`src/rtl/spi_reg_ctrl.sv`:
```
// spi_reg_ctrl: SPI mode-0 slave register file for audio routing control and status interrupts.
`timescale 1ns/1ps
module spi_reg_ctrl #(
    parameter logic [7:0] ID_VALUE    = 8'hA1,
    parameter int         SYNC_STAGES = 2
) (
    input  logic       CLK,
    input  logic       nRESET,
    input  logic       SCLK,
    input  logic       nSS,
    input  logic       MOSI,
    output logic       MISO,
    output logic       MISO_OE,
    input  logic       EMPH,
    input  logic       ERROR,
    input  logic       nOVFL,
    output logic [1:0] SRC_SEL,
    output logic       DAC_MUTE,
    output logic       INT
);
    typedef enum logic [1:0] {IDLE, CMD, DATA} state_t;
    // bit order {nOVFL, ERROR, EMPH, MOSI, nSS, SCLK}; idle levels avoid spurious edges after reset
    localparam logic [5:0] SYNC_RST = 6'b100010;
    logic [SYNC_STAGES-1:0][5:0] sq;
    logic [5:0] s;
    logic [4:0] s_d;
    logic sclk_rise, sclk_fall, nss_fall, nss_s;
    logic [2:0] irq_set, irq_clr;
    state_t state, state_n;
    logic [2:0] bit_cnt;
    logic [7:0] rx, rx_n, tx, rd_data;
    logic [6:0] addr, wr_addr, rd_addr;
    logic [2:0] wr_data, ctrl, mask, flags;
    logic rw, wr_pend, int_q;

    assign s         = sq[SYNC_STAGES-1];
    assign nss_s     = s[1];
    assign sclk_rise = s[0] & ~s_d[0];
    assign sclk_fall = ~s[0] & s_d[0];
    assign nss_fall  = ~s[1] & s_d[1];
    assign irq_set   = {s[3] ^ s_d[2], ~s[5] & s_d[4], s[4] & ~s_d[3]};
    assign irq_clr   = (wr_pend && wr_addr == 7'h03) ? wr_data : 3'b000;
    assign rx_n      = {rx[6:0], s[2]};
    assign rd_addr   = (state == CMD) ? rx_n[6:0] : addr + 7'd1;
    assign MISO      = (state == DATA) && rw && tx[7];
    assign MISO_OE   = ~nss_s;
    assign SRC_SEL   = ctrl[1:0];
    assign DAC_MUTE  = ctrl[2];
    assign INT       = int_q;

    always_comb begin
        rd_data = rd_addr == 7'h00 ? ID_VALUE :
                  rd_addr == 7'h01 ? {5'b0, ctrl} :
                  rd_addr == 7'h02 ? {5'b0, ~s[5], s[4], s[3]} :
                  rd_addr == 7'h03 ? {5'b0, flags} :
                  rd_addr == 7'h04 ? {5'b0, mask} : 8'h00;
    end

    always_comb begin
        state_n = nss_s                                          ? IDLE :
                  (state == IDLE && nss_fall)                    ? CMD  :
                  (state == CMD && sclk_rise && bit_cnt == 3'd7) ? DATA : state;
    end

    always_ff @(posedge CLK or negedge nRESET) begin
        if (!nRESET) state <= IDLE;
        else         state <= state_n;
    end

    always_ff @(posedge CLK or negedge nRESET) begin
        if (!nRESET) begin
            sq      <= {SYNC_STAGES{SYNC_RST}};
            s_d     <= {SYNC_RST[5:3], SYNC_RST[1:0]};
            bit_cnt <= '0;
            rx      <= '0;
            tx      <= '0;
            rw      <= 1'b0;
            addr    <= '0;
            wr_pend <= 1'b0;
            wr_addr <= '0;
            wr_data <= '0;
            ctrl    <= '0;
            mask    <= '0;
            flags   <= '0;
            int_q   <= 1'b0;
        end else begin
            sq      <= {sq[SYNC_STAGES-2:0], {nOVFL, ERROR, EMPH, MOSI, nSS, SCLK}};
            s_d     <= {s[5:3], s[1:0]};
            wr_pend <= 1'b0;
            if (state == IDLE) begin
                bit_cnt <= '0;
                rx      <= '0;
            end else if (!nss_s && sclk_rise) begin
                rx      <= rx_n;
                bit_cnt <= bit_cnt + 3'd1;
                if (bit_cnt == 3'd7 && state == CMD) begin
                    rw   <= rx_n[7];
                    addr <= rx_n[6:0];
                    tx   <= rd_data;
                end else if (bit_cnt == 3'd7) begin
                    if (rw) tx <= rd_data;
                    wr_pend <= ~rw;
                    wr_addr <= addr;
                    wr_data <= rx_n[2:0];
                    addr    <= addr + 7'd1;
                end
            // the fall right after a byte boundary must keep bit 7 on MISO for the next rise
            end else if (!nss_s && sclk_fall && state == DATA && bit_cnt != 3'd0) begin
                tx <= {tx[6:0], 1'b0};
            end
            if (wr_pend && wr_addr == 7'h01) ctrl <= wr_data;
            if (wr_pend && wr_addr == 7'h04) mask <= wr_data;
            flags <= (flags & ~irq_clr) | irq_set;
            int_q <= |(flags & mask);
        end
    end
endmodule

```
`config.mk`:
```
export PLATFORM = sky130hd
export DESIGN_NAME = spi_reg_ctrl
export DESIGN_NICKNAME = d
export VERILOG_FILES = /design/src/rtl/spi_reg_ctrl.sv
export SDC_FILE = /design/constraint.sdc
export NUM_CORES = 1
export LEC_CHECK = 0
export CAP_MARGIN = 10
export CORE_UTILIZATION = 57
export DETAILED_ROUTE_END_ITERATION = 16
export MAX_ROUTING_LAYER = met4
export PLACE_DENSITY = 0.77
export SLEW_MARGIN = 10
export SYNTH_ARGS = -nofsm -noshare
export SYNTH_HDL_FRONTEND = slang
export SYNTH_SLANG_ARGS = --single-unit
```
`constraint.sdc`:
```
create_clock -name CLK -period 2.9 [get_ports CLK]
set_clock_uncertainty 0.15 [all_clocks]
set_input_delay 0.29 -clock CLK [delete_from_list [all_inputs] [get_ports CLK]]
set_output_delay 0.29 -clock CLK [all_outputs]
set_load 0.01 [all_outputs]
```
==> impl_metrics.json <==
{
  "status": "completed",
  "maxSlewViolCount": 0,
  "dp_hpwl_mm": 4.30,
  "timing.rr.start": "bit_cnt[0]",
  "worstPathArrival_ps": 1950,
  "initial_utilization": 0.606,
  "hold_path_class": "flip-flop to flip-flop",
  "syn-num-nets": 307,
  "ctsResizeCount": 0,
  "clk_path_buf_depth": 2,
  "ys_ff_latch": 66,
  "synth-edff-count": 0,
  "synthArstFlopShare": 1.00,
  "yosysUniqueCellTypes": 59,
  "dp.cells": 367,
  "cts-root-buf": "clkbuf_8",
  "grt_start_max_net_pins": 34,
  "dpl_cell_area_mm2": 0.00329,
  "wire_per_inst_um": 16.1,
  "grt_pass1_wl_mm": 10.8,
  "yosysWarnings": 0,
  "place_ws_ps": 618,
  "io_pins": 14,
  "layout_setup_ws_ps": 506,
  "htree_levels": 3,
  "routabilityCongestion": 0.951,
  "crit_required_ps": 2460,
  "netlist_area_mm2": 0.00315,
  "start_kind": "flip-flop",
  "final_util": 0.666,
  "critPathLaunch": "state[1]",
  "power.density_mw_per_mm2": 488,
  "setup_viol": 0,
  "cap_violations": 0,
  "crit_chain": "inv_1 -> nor3_1 -> clkdlybuf4s50_1",
  "cp_top_family": "buffers and inverters",
  "num-fill-cells": 423,
  "clkLatencyLatePin_ps": 340,
  "final_antenna_net_count": 0,
  "fin_tns_setup_ps": 0,
  "postCtsSetupBuffers": 0,
  "crit_path_end_kind": "output pin",
  "wl_mm": 6.18,
  "clk_pin_slew_ps": 70,
  "drtPass1Iterations": 4,
  "grt_antenna_before_repair": 0,
  "holdWs_ps": 199,
  "path_buf_inv": 2,
  "areaGrowthSynthToFinish_pct": 9.92,
  "slew_headroom": 0.540,
  "n_antenna_cell": 0,
  "track_usage": 0.249,
  "die_h_um": 76.4,
  "fin_crit_ps": 2390,
  "stdcell_area_mm2": 0.00347,
  "cts_tree": "done",
  "leakage_nw": 1.51,
  "fp-row-count": 26,
  "synth_ff_type": "dfrtp_1",
  "dieArea_mm2": 0.00584,
  "ys_seq_area_frac": 0.526,
  "vias": 2268,
  "crit_path_top_delay_cell": "dfrtp_1",
  "crit_type": "flip-flop to output pin",
  "timing.rr.end": "tx[0]",
  "reg2reg_depth": 7,
  "vdd_drop_max_uv": 404,
  "multiInputGateArea_mm2": 0.00133,
  "reg2reg_slack_ps": 620,
  "critPathCapture": "MISO",
  "critPathMaxStageDelay_ps": 640,
  "hold_viol": 0,
  "stdcell_count": 384,
  "nets": 321,
  "crit_path_max_fanout": 15,
  "drc": 0,
  "cts_sinks": 66,
  "grt_setup_unrepaired": "no",
  "hold_buffers": 1,
  "grt_pass1_vias": 2253,
  "drive_gt1_frac": 0.162,
  "vias_per_cell": 5.91,
  "total_power_mw": 1.69,
  "fp.dieW_um": 76.4,
  "worst_pin_slew_ps": 689,
  "register_area_mm2": 0.00166,
  "grt_remaining_overflow": 0,
  "coreArea_mm2": 0.00520,
  "synth_area_per_cell_um2": 10.7,
  "fmax_mhz": 418,
  "port_buffers": 13,
  "drt_iter0_drc": 308,
  "syn_inst": 295,
  "crit_cells": 3,
  "finalCritPeriodShare": 0.825,
  "numCtsBuffers": 9
}
-- registers in the layout, indices dropped and copies added, names as in the netlist --
name     count
INT          1
wr_data      3
flags        3
wr_addr      7
s_d          5
rw           1
s            6
bit_cnt      3
tx           8
rx           7
sq           6
mask         3
addr         7
state        2
ctrl         3
wr_pend      1
-- report_power, final --
group	internal, mW	switching (mW)	total [mW]
clock	0.331	0.330	0.662
sequential	0.938	0.0150	0.953
combinational	0.0303	0.0478	0.0781
-- cells in the final DEF (no fill, tap or decap), types with 6 or more instances in the layout --
| master | instances |
|---|---|
| dfrtp_1 | 60 |
| nand2_1 | 39 |
| a21oi_1 | 23 |
| inv_1 | 16 |
| mux2_2 | 16 |
| o21ai_0 | 14 |
| nor2_1 | 12 |
| clkdlybuf4s50_1 | 12 |
| clkbuf_8 | 10 |
| nand3_1 | 9 |
| a31oi_1 | 8 |
| o211ai_1 | 7 |
| dfstp_2 | 6 |
-- synth_stat cells, drive strengths merged, types with 3 or more instances --
| library cell | instances | area [µm²] |
|---|---|---|
| nor3 | 4 | 20.0 |
| ha | 4 | 50.1 |
| nor4bb | 3 | 30.0 |
| o211ai | 7 | 52.6 |
| a22o | 3 | 26.3 |
| dfstp | 6 | 158 |
| nor2 | 12 | 45.0 |
| o22ai | 4 | 25.0 |
| nand2 | 39 | 146 |
| a211oi | 3 | 40.0 |
| a31oi | 8 | 50.1 |
| o21ai | 17 | 88.8 |
| buf | 13 | 98.8 |
| nor3b | 3 | 38.8 |
| nand3b | 3 | 22.5 |
| nand4 | 3 | 18.8 |
| nand3 | 9 | 45.0 |
| a21oi | 23 | 115 |
| dfrtp | 60 | 1500 |
| inv | 16 | 60.1 |
| mux2 | 16 | 180 |
-- how the worst min path moves through the flow --
stage | from | endpoint | cells after the start
global route | nSS | sq[1] | 1
global placement | sq[3] | s[3] | 0
floorplan | nRESET | INT | 0
finish | sq[2] | s[2] | 0
CTS | nSS | sq[1] | 1
detailed placement | sq[2] | s[2] | 0
-- layer usage --
layer	vias up	GRT usage	share of wire	routed length, µm
met5	-	-	0	0
met4	0	0.140	0.020	124
met3	12	0.0551	0.047	291
met2	63	0.351	0.46	2860
met1	1104	0.332	0.47	2910
li1	1089	-	-	-
-- cell type report --
class | count | area share
Sequential cell | 66 | 0.479
Multi-Input combinational cell | 198 | 0.383
Timing Repair Buffer | 18 | 0.0476
Clock buffer | 13 | 0.0429
Tap cell | 70 | 0.0253
Inverter | 16 | 0.0173
Clock inverter | 3 | 0.00505
-- kinds of logic after synthesis --
logic type	after synthesis	share of synthesized area
AOI/OAI and AO/OA	79	0.167
xor gates and xnor gates	4	0.0135
adders and majority gates	4	0.0159
buffers and inverters	31	0.0528
DFF	66	0.526
muxes	18	0.0635
and+or+nand+nor	93	0.161
No activity file was read; power rests on OpenSTA's default activity.
